**src/rtl/data_proc_sequencer.sv**
```systemverilog
// data_proc_sequencer: multi-cycle controller for ARM data-processing instructions.
// Sequences register reads, shifter set-up, ALU op set-up and write-back/flag commit,
// and requests a pipeline flush when R15 is written.
module data_proc_sequencer (
  input  logic        clk,
  input  logic        nReset,
  input  logic        instrValid,
  input  logic [31:0] instr,
  input  logic        condPass,
  output logic        instrReady,
  output logic        busy,
  output logic [3:0]  regReadA,
  output logic [3:0]  regReadB,
  output logic [3:0]  regReadS,
  output logic        useImm,
  output logic [7:0]  immValue,
  output logic [3:0]  immRotate,
  output logic [1:0]  shiftType,
  output logic [4:0]  shiftAmount,
  output logic        shiftFromReg,
  output logic        latchRs,
  output logic [3:0]  aluOp,
  output logic        updateFlags,
  output logic        regWriteEn,
  output logic [3:0]  regWriteAddr,
  output logic        flagWriteEn,
  output logic        restoreCpsr,
  output logic        pipeFlush,
  output logic        undefInstr
);

  localparam logic [2:0] IDLE   = 3'd0;
  localparam logic [2:0] RSREAD = 3'd1;
  localparam logic [2:0] OPSET  = 3'd2;
  localparam logic [2:0] WRITE  = 3'd3;
  localparam logic [2:0] FLUSH  = 3'd4;

  logic [2:0]  state;
  logic [2:0]  stateNext;
  logic [25:0] instrLat;
  logic        undefPulse;

  logic        accept;
  logic        inIsCmp;
  logic        inIllegal;
  logic        inRegShift;

  logic [3:0]  opcode;
  logic        sBit;
  logic [3:0]  rd;
  logic        isCmp;
  logic        regShift;
  logic        rdIsPc;

  // Decode of the incoming word, used only at the acceptance edge.
  assign accept     = instrValid && (state == IDLE);
  assign inIsCmp    = (instr[24:23] == 2'b10);
  // Compare ops without S, non-data-processing class bits, or the NV condition space.
  assign inIllegal  = (inIsCmp && !instr[20]) || (instr[27:26] != 2'b00) ||
                      (instr[31:28] == 4'hF);
  assign inRegShift = !instr[25] && instr[4];

  // Fields of the latched instruction; all outputs come from this copy.
  assign opcode   = instrLat[24:21];
  assign sBit     = instrLat[20];
  assign rd       = instrLat[15:12];
  assign isCmp    = (opcode[3:2] == 2'b10);
  assign regShift = !instrLat[25] && instrLat[4];
  assign rdIsPc   = (rd == 4'hF);

  // State, latched instruction and undefined-instruction pulse.
  always_ff @(posedge clk or negedge nReset) begin
    if (!nReset) begin
      state      <= IDLE;
      instrLat   <= '0;
      undefPulse <= 1'b0;
    end else begin
      state      <= stateNext;
      undefPulse <= accept && condPass && inIllegal;
      if (accept) begin
        instrLat <= instr[25:0];
      end
    end
  end

  // Next-state sequencing.
  always_comb begin
    stateNext = state;
    case (state)
      IDLE: begin
        if (accept && condPass && !inIllegal) begin
          stateNext = inRegShift ? RSREAD : OPSET;
        end
      end
      RSREAD:  stateNext = OPSET;
      OPSET:   stateNext = WRITE;
      WRITE:   stateNext = (!isCmp && rdIsPc) ? FLUSH : IDLE;
      FLUSH:   stateNext = IDLE;
      default: stateNext = IDLE;
    endcase
  end

  // Datapath control outputs; enables are decoded from state so reset drops them at once.
  always_comb begin
    instrReady   = (state == IDLE);
    busy         = (state != IDLE);
    regReadA     = instrLat[19:16];
    regReadB     = instrLat[3:0];
    regReadS     = instrLat[11:8];
    useImm       = instrLat[25];
    immValue     = instrLat[7:0];
    immRotate    = instrLat[11:8];
    shiftType    = instrLat[6:5];
    shiftAmount  = instrLat[11:7];
    aluOp        = opcode;
    regWriteAddr = rd;
    shiftFromReg = 1'b0;
    latchRs      = 1'b0;
    updateFlags  = 1'b0;
    regWriteEn   = 1'b0;
    flagWriteEn  = 1'b0;
    restoreCpsr  = 1'b0;
    pipeFlush    = 1'b0;
    undefInstr   = undefPulse;
    case (state)
      RSREAD: begin
        latchRs      = 1'b1;
        shiftFromReg = regShift;
      end
      OPSET: begin
        shiftFromReg = regShift;
        updateFlags  = sBit;
      end
      WRITE: begin
        shiftFromReg = regShift;
        updateFlags  = sBit;
        regWriteEn   = !isCmp;
        flagWriteEn  = sBit && !rdIsPc;
        restoreCpsr  = sBit && rdIsPc;
      end
      FLUSH: begin
        pipeFlush = 1'b1;
      end
      default: ;
    endcase
  end

endmodule

```
**config.mk**
```make
export PLATFORM = sky130hd
export DESIGN_NAME = data_proc_sequencer
export DESIGN_NICKNAME = d
export VERILOG_FILES = /design/src/rtl/data_proc_sequencer.sv
export SDC_FILE = /design/constraint.sdc
export NUM_CORES = 1
export LEC_CHECK = 0
export CAP_MARGIN = 30
export CORE_MARGIN = 2
export CORE_UTILIZATION = 35
export CTS_BUF_LIST = sky130_fd_sc_hd__clkbuf_16
export DETAILED_ROUTE_END_ITERATION = 16
export PLACE_DENSITY = 0.8
export SLEW_MARGIN = 40
export SYNTH_ARGS = -nofsm -noshare
export SYNTH_HDL_FRONTEND = slang
export SYNTH_SLANG_ARGS = --single-unit
```
**constraint.sdc**
```tcl
create_clock -name clk -period 2 [get_ports clk]
set_clock_uncertainty 0.05 [all_clocks]
set_input_delay 0.3 -clock clk [delete_from_list [all_inputs] [get_ports clk]]
set_output_delay 0.3 -clock clk [all_outputs]
set_load 0.02 [all_outputs]
```
# Yosys cells after proc, flatten, opt, wreduce, memory -nomap -nowiden
# Cells that the tools add are included.
# totals
reg_bits,30
latchBits,0
ram_bits,0
rom_bits,0
inputBits,36
out_inout_bits,50
wordCells,46
mem_count,0
# classes
n_addsub,0
multipliers,0
n_div,0
order_cmp,0
eq_ne,9
shifts,0
muxes,11
bitwise_logic,0
n_reduce_logical,23
# ops
cell,count
3-bit one-hot mux with 4 select lines,1
1-bit logical AND,10
"4-bit == test, second input constant",2
1-bit 2-to-1 mux,7
"3-bit by 2-bit == test with 1-bit output, second input constant",2
1-bit zero test,6
3-bit 2-to-1 mux,2
"2-bit == test, second input constant",2
"3-bit by 1-bit == test with 1-bit output, second input constant",1
"3-bit == test, second input constant",1
3-bit zero test,1
3-bit nonzero test,1
3-bit OR reduction,1
1-bit logical OR,2
2-bit 2-to-1 mux,1
"2-bit by 1-bit != test with 1-bit output, second input constant",1
2-bit nonzero test,1
2-bit OR reduction,1

# Depth between registers and ports, before layout
# Gate-level depths: netlist of run 1.
# depth
depth_word,8
depth_mapped,5
mapped_depth_nobuf,3

# Worst setup path after synthesis of run 1
# OpenSTA, ideal clock, no wires.
# synth_path
path_kind,flip-flop to output port
startpoint,register state[2]
endpoint,output busy
arrival_time_ps,1364
t_required_ps,1650
slack_ps,286
stages_incl_launch_ff,3
path_buffers,0
path_cell_list,dfrtp_1 nor3_1 inv_1
# synth_via
elab_chain_len,1
# synth_lines
element,line,rtl
from (decl),38,logic [2:0] state;
from (signal assigned),78,state <= stateNext;
3-bit nonzero test,106,busy = (state != IDLE);
to (decl),11,"output logic busy,"
# No other way between the ends.

# Final worst setup path of run 1
# Same ends and word-level chain as after synthesis.

==> metrics.cfg, run 1 <==
[critical_path]
end_kind=output port
cpMaxStageDelayCell=clkdlybuf4s50_1
critical_path_arrival_ns=1.56
cp.required_ns=1.65
cp-start-kind=register
cp_max_fo=8
critPathKind=reg -> out
max_stage_delay_ns=0.53
crit_chain=nor3_4 > inv_1 > clkdlybuf4s50_1

[clock_network]
cts_setup_buffers=0
clk_path_buf_depth=2
h-tree-depth=2
cts_tree=done
cts_made_buffers=5
root_buffer=clkbuf_16
cts_sinks=30
clkSlewWorstSetupHoldPaths_ns=0.05
clkLatencyLatePin_ns=0.27
hold_buffers=0

[global_routing]
grt_antenna_before_repair=0
grt_pass1_vias=1069
grtUsageTotal=0.135
grt_overflow=0
grt_max_degree=31
grt_pass1_wl_um=5140

[sta]
final-setup-viol-count=0
drv_slew=0
setup_ws_ns=0.0904
worst_pin_slew_ns=0.388
finalHoldViolCount=0
rsz0062_at_grt=false
holdWs_ns=0.367
finalSetupTns_ns=0
relSlewSlack=0.741
fin_crit_sh=0.955
max_freq_mhz=524
min_period_ns=1.91

[place]
place_congestion=0.748
post_dp_cell_area_um2=2190
place_ws_ns=0.130
numPortBuffers=85
dp.cells=227
hpwl_um=2480

[synth]
yosysMostFrequentCell=buf_4
synth_edf_count=0
synth_nets=164
synthTopCellsByArea=dfrtp_1 49%, buf_4 19%, mux2_2 18%, nor2b_1 1.6%, mux2_1 1.5%
synthTopCellsByCount=40 x buf_4, 30 x dfrtp_1, 24 x mux2_2, 4 x nor2b_1
synth.avg_cell_area_um2=12.1
ys_ff_latch=30
syn-cell-area_um2=1540
ys_seq_area_frac=0.486
ys.flop_type=dfrtp_1
synth_top_area_frac=0.486
yosysWarnings=0
async_reset_ff_frac=1.00
netlist-cell-type-count=24
yosys.area.top_type=dfrtp_1
syn_inst=128

[detailed_routing]
vias_per_cell=4.49
drt_iter0_markers=50
drtAntennaViolNets=0
post-route-drc-count=0
routedWlPerCell_um=13.5
drtPass1Iterations=4
vias=1056
wl_um=3180

[power_and_ir_drop]
powerDensity_nw_per_um2=1750
p_int_mw=2.56
irDropWorstVdd_uv=729
sequentialPowerShare=0.279
comb_power_share=0.553
p_leak_nw=0.999
power_switching_mw=1.52
p_sw_frac=0.372
power_mw=4.08
clockPowerShare=0.168

[floorplanning]
rows=24
die_area_um2=4960
start_util=0.360
die_h_um=70.4
core-area_um2=4290
die_w_um=70.4
ioPinCount=86

[job]
cap_violations=0

[cells_and_area]
antenna_cells=0
drive_gt1_frac=0.219
stdcell_area_um2=2330
fin_cells=235
finalNetCount=218
final_core_util=0.544
area_growth_pct=51.2

[status]
status=finished, final reports clean

[hold_path]
hold_class=in -> async

## power groups by stage
stage               Sequential, mW  Combinational, mW  Clock, mW
floorplan                     1.09               1.73          0
global placement              1.12               2.27          0
detailed placement            1.14               2.31          0
CTS                           1.14               2.28      0.712
global route                  1.19               2.36      0.740
finish                        1.14               2.25      0.685
## cell usage in the layout, fill, tap and decap left out, drive strengths merged, types with 2 or more instances in the layout
cell type / n
a21oi: 2
buf: 5
clkbuf: 5
clkdlybuf4s50: 77
clkinv: 3
dfrtp: 30
dlygate4sd2: 7
inv: 2
mux2: 26
nand2: 2
nand4: 3
nor2: 3
nor2b: 4
nor4b: 2
## metal layers
layer  GRT usage  wire length (µm)
met2       0.236              1740
met5           0                 0
met3      0.0519               174
met1       0.148              1250
met4      0.0449                14
## final timing paths
| check | start | to | slack, ns | cells after the start |
|---|---|---|---|---|
| hold reg to reg | instrLat[22] | instrLat[22] | 0.46 | 1 |
| min in group clk | instrLat[22] | instrLat[22] | 0.46 | 1 |
| max in group asynchronous | nReset | state[2] | 1.23 | 2 |
| setup reg to reg | state[1] | instrLat[3] | 0.28 | 4 |
| hold / removal | nReset | instrLat[4] | 0.37 | 2 |
| setup / recovery | state[2] | busy | 0.09 | 3 |
## logic make-up after synthesis
logic type             synth area share
AO/OA/AOI/OAI                    0.0300
multiplexers                      0.190
AND/OR/NAND/NOR                  0.0851
buffers and inverters             0.209
flip-flops                        0.486
## repair_timing
action	in CTS	in global routing
cloned	0	0
endpoints found under the hold margin	0	0
pin swaps	0	0
setup endpoints to repair	8	2
resized for setup	9	3
## state kept, by name, indices dropped and copies added (netlist names)
name        cells
instrLat       26
state           3
undefInstr      1
## final cells by class
| cell class | count | area (µm²) |
|---|---|---|
| inverter | 2 | 7.51 |
| clock inverter | 3 | 11.3 |
| fill | 399 | 1960 |
| timing repair buffer | 90 | 882 |
| sequential | 30 | 753 |
| tap | 52 | 65.1 |
| multi-input combinational | 53 | 490 |
| clock buffer | 5 | 125 |
## critical path, delay by kind of cell (launching register included)
kind | cells | cell delay, ns
buffers and inverters | 2 | 0.58
flip-flops | 1 | 0.47
AND/OR/NAND/NOR | 1 | 0.23
Power figures use the tool's default switching activity.
==> run 2, diff against run 1 <==
Settings changed: CORE_UTILIZATION 35 to 38, CTS_CLUSTER_DIAMETER set to 120, PLACE_DENSITY 0.8 to 0.85.
==> run 2 against run 1 <==
  * Die area down 7.5%
  * Cell area is 0.38% higher
  * Non-clock buffer count stayed put
  * Routed wire length is 3.4% lower
  * Largest cell class unchanged
==> metrics.cfg, run 2 (synthesized netlist as in run 1, its figures left out) <==
[sta]
drv_slew=0  ; unchanged
fin_crit_sh=0.924  ; -0.0312
finalSetupTns_ns=0  ; unchanged
worst_pin_slew_ns=0.383  ; -0.00454 ns
setup_ws_ns=0.153  ; +0.0623 ns
finalHoldViolCount=0  ; unchanged
min_period_ns=1.85  ; -0.0623 ns
rsz0062_at_grt=false
final-setup-viol-count=0  ; unchanged
relSlewSlack=0.744  ; +0.00303
max_freq_mhz=541  ; +3.4%

[critical_path]
critPathKind=reg -> reg
reg2reg_from=state[2]
path_depth=4  ; +1
cp_max_fo=7  ; -1
cp.required_ns=2.09  ; +0.44 ns
end_kind=register
crit_chain=buf_4 > nor4b_4 > nand4_1 > a2111oi_2
r2r_cells=4  ; unchanged
r2r_slack_ns=0.15  ; -0.13 ns
cp-startpoint=state[2]
critical_path_arrival_ns=1.94  ; +0.38 ns
max_stage_delay_ns=0.46  ; -0.07 ns
critPathBufInv=1  ; -1
critPathTopFamily=simple AND/OR/NAND/NOR gates
endpoint=state[0]
cpMaxStageDelayCell=dfrtp_1
cp-start-kind=register
reg2reg_to=state[0]

[job]
cap_violations=0  ; unchanged

[place]
place_ws_ns=0.0196  ; -0.110 ns
post_dp_cell_area_um2=2200  ; +0.46%
numPortBuffers=85  ; unchanged
hpwl_um=2370  ; -4.4%
place_congestion=0.665  ; -11%

[floorplanning]
core-area_um2=3940  ; -8.2%
rows=23  ; -4.2%
ioPinCount=86  ; unchanged
die_w_um=67.7  ; -3.8%
start_util=0.392  ; +0.0321
die_area_um2=4590  ; -7.5%
die_h_um=67.7  ; -3.8%

[global_routing]
grt_overflow=0  ; unchanged
grt_pass1_wl_um=4620  ; -10%
grt_pass1_vias=1009  ; -5.6%
grtUsageTotal=0.139  ; +0.00433
grt_max_degree=31  ; unchanged
grt_antenna_before_repair=0  ; unchanged

[cells_and_area]
stdcell_area_um2=2340  ; +0.38%
regMostFlops=instrLat
layout_commonest_cell=clkdlybuf4s50_1
drive_gt1_frac=0.221  ; +0.00242
largest_register_ff_count=26  ; unchanged
finalNetCount=218  ; unchanged
area_growth_pct=51.8
layout_common_cells=76 x clkdlybuf4s50_1, 29 x dfrtp_1, 24 x mux2_2, 7 x dlygate4sd2_1, 5 x clkbuf_16
antenna_cells=0  ; unchanged

[power_and_ir_drop]
sequentialPowerShare=0.279  ; about the same
p_leak_nw=1.01  ; +1.0%
p_sw_frac=0.369  ; -0.00240
power_switching_mw=1.50  ; -1.0%
irDropWorstVdd_uv=766  ; +5.0%
clockPowerShare=0.162  ; -0.006
p_int_mw=2.56  ; about the same
comb_power_share=0.559  ; +0.006
powerDensity_nw_per_um2=1730  ; -0.73%

[detailed_routing]
routedWlPerCell_um=13.3  ; -1.7%
vias_per_cell=4.66  ; +3.8%
drtPass1Iterations=3  ; -1
drt_iter0_markers=17  ; -66%
wl_um=3080  ; -3.4%
vias=1077  ; +2.0%
drtAntennaViolNets=0  ; unchanged
post-route-drc-count=0  ; unchanged

[clock_network]
clkLatencyLatePin_ns=0.26  ; about the same
cts_sinks=30  ; unchanged
cts_setup_buffers=0  ; unchanged
clk_path_buf_depth=2  ; unchanged
cts_made_buffers=5  ; unchanged
clkSlewWorstSetupHoldPaths_ns=0.05  ; about the same
root_buffer=clkbuf_16
cts_tree=done
h-tree-depth=2  ; unchanged

[status]
status=finished, final reports clean

[hold_path]
hold_class=in -> async

==> run 2: cell count changes in the layout (fill, tap and decap cells not counted) <==
| cell | before | now |
|---|---|---|
| clkinv_1 | 3 | 1 |
| a2111oi_1 | 1 | 0 |
| a2111oi_2 | 0 | 1 |
| buf_12 | 0 | 1 |
| buf_4 | 5 | 4 |
| clkdlybuf4s50_1 | 77 | 76 |
| dfrtp_1 | 28 | 29 |
| dfrtp_2 | 2 | 1 |
| dlymetal6s2s_1 | 1 | 2 |
==> run 2: area by class of cell <==
type                            count  area, µm²
Fill cell                         330       1600
Clock buffer                        5        125
Sequential cell                    30        752
Inverter                            2       7.51
Tap cell                           50       62.6
Clock inverter                      1       3.75
Multi-Input combinational cell     53        495
Timing Repair Buffer               90        897
==> run 2: what timing repair did <==
item,4_1_cts,5_1_grt
hold buffers,0,0
resized for setup,9,4
setup endpoints to repair,8,2
==> run 2: metrics by stage <==
step	hold WS [ns]	util	cells	total power, mW
floorplan	-0.0456	-	128	2.82
global placement	0.439	0.558	225	3.39
detailed placement	0.445	0.558	225	3.44
CTS	0.396	0.590	231	4.10
global route	0.420	0.594	231	4.29
finish	0.381	0.594	231	4.06
==> run 2: worst min path at each step <==
stage | start | endpoint | slack, ns | cells after the start
finish | nReset | state[1] | 0.38 | 2
global route | nReset | instrLat[18] | 0.42 | 2
CTS | nReset | instrLat[17] | 0.40 | 2
detailed placement | instrLat[18] | instrLat[18] | 0.44 | 1
global placement | instrLat[17] | instrLat[17] | 0.44 | 1
floorplan | nReset | instrLat[0] | -0.05 | 0
==> run 2: worst reg2reg max path, stage by stage (launching register included) <==
cell and delay (ns):
dfrtp_1 0.46, buf_4 0.19, nor4b_4 0.40, nand4_1 0.21, a2111oi_2 0.41
==> run 2: per-layer routing <==
metal  wire, µm  up-vias  global-route usage
met3        274        5              0.0467
met1       1140      519               0.154
met4         40        0              0.0536
li1           -      509                   -
met5          0        -                   0
met2       1630       44               0.244
==> run 2: power groups by stage <==
stage	clock network, mW	registers [mW]	logic [mW]
2_1_floorplan	0	1.09	1.73
3_3_place_gp	0	1.12	2.27
3_5_place_dp	0	1.13	2.31
4_1_cts	0.681	1.13	2.29
5_1_grt	0.706	1.18	2.41
6_report	0.659	1.13	2.27
==> variant 1: new RTL, settings of run 1 <==
Make the reset (`nReset`) synchronous in one clocked block.
--- a/src/rtl/data_proc_sequencer.sv
+++ b/src/rtl/data_proc_sequencer.sv
@@ -70,5 +70,5 @@
 
   // State, latched instruction and undefined-instruction pulse.
-  always_ff @(posedge clk or negedge nReset) begin
+  always_ff @(posedge clk) begin
     if (!nReset) begin
       state      <= IDLE;
Function: differs if nReset is asserted again (counterexample within 4 cycles, from zero or initial values and one cycle with nReset low); with nReset held inactive, the same outputs for 10 cycles.
==> variant 1 against run 1 <==
Sequential cell count did not move; critical path type is now primary input to flip-flop; maximum frequency fell by 1.7%; area after synthesis rose by 0.89%; final cell count rose by 23%; via count rose by 24%; worst setup slack got worse by 33 ps; wire length rose by 11%; global-route usage rose by 0.84 points; highest routed layer unchanged; die area rose by 0.84%; final area fell by 0.21%.
Power is not compared: it rests on default switching activity, and its combinational part moved more than twofold at a synthesized area within 25%.
==> variant 1: results (changes against run 1) <==
metric;value;unit;change
non-filler instance count after layout;290;;+23%
DR vias;1314;;+24%
number of global-route vias before repair;1180;;+10%
Synth Flop Type;dfxtp_1;;
register area share after synthesis;38.6;%;-10 points
worst path arrival time;2070;ps;+510 ps
outcome;completed;;
routing usage on met1;16.6;%;+1.7 points
placed instance count;283;;+25%
post-synthesis mux area share;0;%;-19 points
routed wire length;3540;microns;+11%
most common library cells after synthesis;nand2_1, buf_4, dfxtp_1, a21boi_0, clkbuf_1;;
dpl ws;-219;ps;-349 ps
Compound-Gate Fraction of Synth Area;14.8;%;+12 points
post-synth net total;224;;+37%
Post-DP Area;2200;sq um;+0.23%
largest net degree at the start of global routing;30;;-3.2%
Post-DP HPWL;2680;microns;+8.1%
Synth area leaders;dfxtp_1, buf_4, nand2_1;;
met3 global-route usage;5.41;%;+0.22 points
Avg Cell Area, Syn;8.29;sq um;-31%
pin slew with the least headroom to its limit;309;ps;-79.3 ps
GPL Wtd Cong;0.794;;+6.2%
Worst Path Max Fanout;2;;-6
DRT met1 WL;1440;microns;+15%
Synth cell types;26;;+8.3%
-- variant 1: final cells by class --
class | count | area (sq um) | area share (%)
Clock buffer | 5 | 125 | 5.37
Clock inverter | 2 | 7.51 | 0.322
Inverter | 2 | 7.51 | 0.322
Multi-Input combinational cell | 107 | 626 | 26.9
Sequential cell | 30 | 601 | 25.8
Tap cell | 52 | 65.1 | 2.79
Timing Repair Buffer | 92 | 898 | 38.6
-- variant 1: logic make-up after synthesis --
logic type,Yosys count
simple gates,78
buf+inv,51
flops,30
compound gates,29
-- variant 1: worst paths after layout --
path	slack (ps)	endpoint	start
worst max register to register	240	state[0]	state[0]
worst min-delay path	410	instrLat[18]	instrLat[18]
worst min register to register	410	instrLat[18]	instrLat[18]
worst max-delay path	60	state[0]	instr[27]
-- variant 1: repair_timing --
action                     CTS  global route
pin swaps                    0             2
setup endpoints to repair    8             3
resized for setup            8             4
-- variant 1: worst max-delay path, stage by stage --
cell and delay, ps:
clkdlybuf4s50_1 430, or4bb_1 500, or4_4 560, a221oi_2 280
==> variant 2: new RTL, config.mk and constraints of run 1 <==
Without the edit above. Put a register stage on the output `updateFlags`, cleared by the reset. The value now appears one clock later. The other outputs are not delayed to match.
--- a/src/rtl/data_proc_sequencer.sv
+++ b/src/rtl/data_proc_sequencer.sv
@@ -35,4 +35,6 @@
   localparam logic [2:0] WRITE  = 3'd3;
   localparam logic [2:0] FLUSH  = 3'd4;
+
+  logic updateFlags_d;
 
   logic [2:0]  state;
@@ -117,5 +119,5 @@
     shiftFromReg = 1'b0;
     latchRs      = 1'b0;
-    updateFlags  = 1'b0;
+    updateFlags_d = 1'b0;
     regWriteEn   = 1'b0;
     flagWriteEn  = 1'b0;
@@ -130,9 +132,9 @@
       OPSET: begin
         shiftFromReg = regShift;
-        updateFlags  = sBit;
+        updateFlags_d = sBit;
       end
       WRITE: begin
         shiftFromReg = regShift;
-        updateFlags  = sBit;
+        updateFlags_d = sBit;
         regWriteEn   = !isCmp;
         flagWriteEn  = sBit && !rdIsPc;
@@ -146,4 +148,12 @@
   end
 
+  always_ff @(posedge clk or negedge nReset) begin
+    if (!nReset) begin
+      updateFlags <= '0;
+    end else begin
+      updateFlags <= updateFlags_d;
+    end
+  end
+
 endmodule
 
Check against the original RTL: not equivalent (Yosys sat finds a counterexample within 4 cycles, from zero or initial values and one cycle with nReset low).
==> variant 2 against run 1 <==
Wire length fell by 4.6%; area after synthesis is 1.6% higher; worst setup slack better by 93 ps; final area up 0.75%; total power is essentially flat; sequential cell count increased by 1; die area increased by 1.5%; non-clock buffer count increased by 1.
==> variant 2: results (changes against run 1) <==
metric;value;unit;change
register area share after synthesis;49.4;%;+0.82 points
Post-DP HPWL;2420;microns;-2.3%
worst r2r src;state[2];;
most common library cells after synthesis;buf_4, dfrtp_1, mux2_2, nor2b_1;;
met3 global-route usage;4.70;%;-0.49 points
switching power;1490;uW;-1.8%
via density per instance;4.58;;+1.9%
layout cell share with drive strength beyond 1;21.7;%;-0.12 points
GPL Wtd Cong;0.703;;-6.0%
placed instance count;229;;+0.88%
maximum VDD drop;0.783;mV;+7.3%
post-layout net count;220;;+0.92%
post-DR wirelength/cell;12.9;microns;-5.0%
P_seq;1160;uW;
slowest stage delay, CP;450;ps;-80 ps
slowest CP cell;dfrtp_1;;
Synth area leaders;dfrtp_1, buf_4, mux2_2;;
worst path arrival time;1470;ps;-90 ps
post-synth net total;165;;+0.61%
fillcell total;382;;-4.3%
Total GRT Usage;13.3;%;-0.20 points
outcome;completed;;
Worst Path Max Fanout;6;;-2
number of global-route vias before repair;1101;;+3.0%
r2r setup slk;250;ps;-30 ps
R2R Path End;instrLat[12];;
First-pass DRT Iterations;4;;unchanged
Syn Inst Count;129;;+0.78%
Post-DP Area;2220;sq um;+1.5%
crit path to;flagWriteEn;;
Rel. slew slack;73.9;%;-0.26 points
PostCTS Resize Cnt;8;;-1
largest net degree at the start of global routing;32;;+3.2%
static leakage;0.00101;uW;+1.1%
Initial DRC Count;54;;+8.0%
routed wire length;3040;microns;-4.6%
grt met2 use;21.4;%;-2.2 points
global-route wire length before repair;5130;microns;-0.27%
routing usage on met1;15.6;%;+0.75 points
area of the multi-input gates;479;sq um;-2.3%
variant 2: cell types whose count changed after synthesis:
cell	before	now
dfrtp_1	30	31
variant 2: kinds of logic (layout without fill, tap and decap cells):
logic type      count (synthesis)  count (layout)  share of synthesized area (%)
compound gates                  6               6                           2.95
buf+inv                        45             100                           20.6
flops                          31              31                           49.4
mux                            26              26                           18.7
simple gates                   21              21                           8.37
variant 2: critical path, delay by kind of cell, from the launching register on:
family / cells / cell delay, ps
flops: 1 / 450
simple gates: 3 / 420
buf+inv: 1 / 330
variant 2: cell type report:
cell class | instances | area share [%]
Clock inverter | 2 | 0.372
Timing Repair Buffer | 91 | 37.8
Sequential cell | 31 | 33.0
Inverter | 2 | 0.319
Multi-Input combinational cell | 53 | 20.4
Clock buffer | 5 | 5.32
Tap cell | 52 | 2.77
variant 2: routing by layer:
layer | part of all wire, % | up-vias
met4 | 1.9 | 0
met3 | 8.6 | 7
met5 | 0 | -
li1 | - | 512
met2 | 52 | 46
met1 | 37 | 516
variant 2: stage by stage:
stage / util [%] / total power (uW) / hold WS (ps) / setup slack, ps
finish: 54.4 / 4070 / 370 / 183
global route: 54.4 / 4300 / 419 / 70.0
CTS: 54.3 / 4130 / 388 / 6.90
detailed placement: 51.4 / 3460 / 445 / 136
global placement: 51.4 / 3430 / 439 / 153
floorplan: - / 2850 / -45.6 / 286
variant 2: worst min-delay path by stage:
stage | startpoint | endpoint | cells after the start
floorplan | nReset | instrLat[0] | 0
global placement | instrLat[21] | instrLat[21] | 1
detailed placement | instrLat[18] | instrLat[18] | 1
CTS | nReset | instrLat[2] | 2
global route | nReset | instrLat[2] | 2
finish | nReset | instrLat[2] | 2
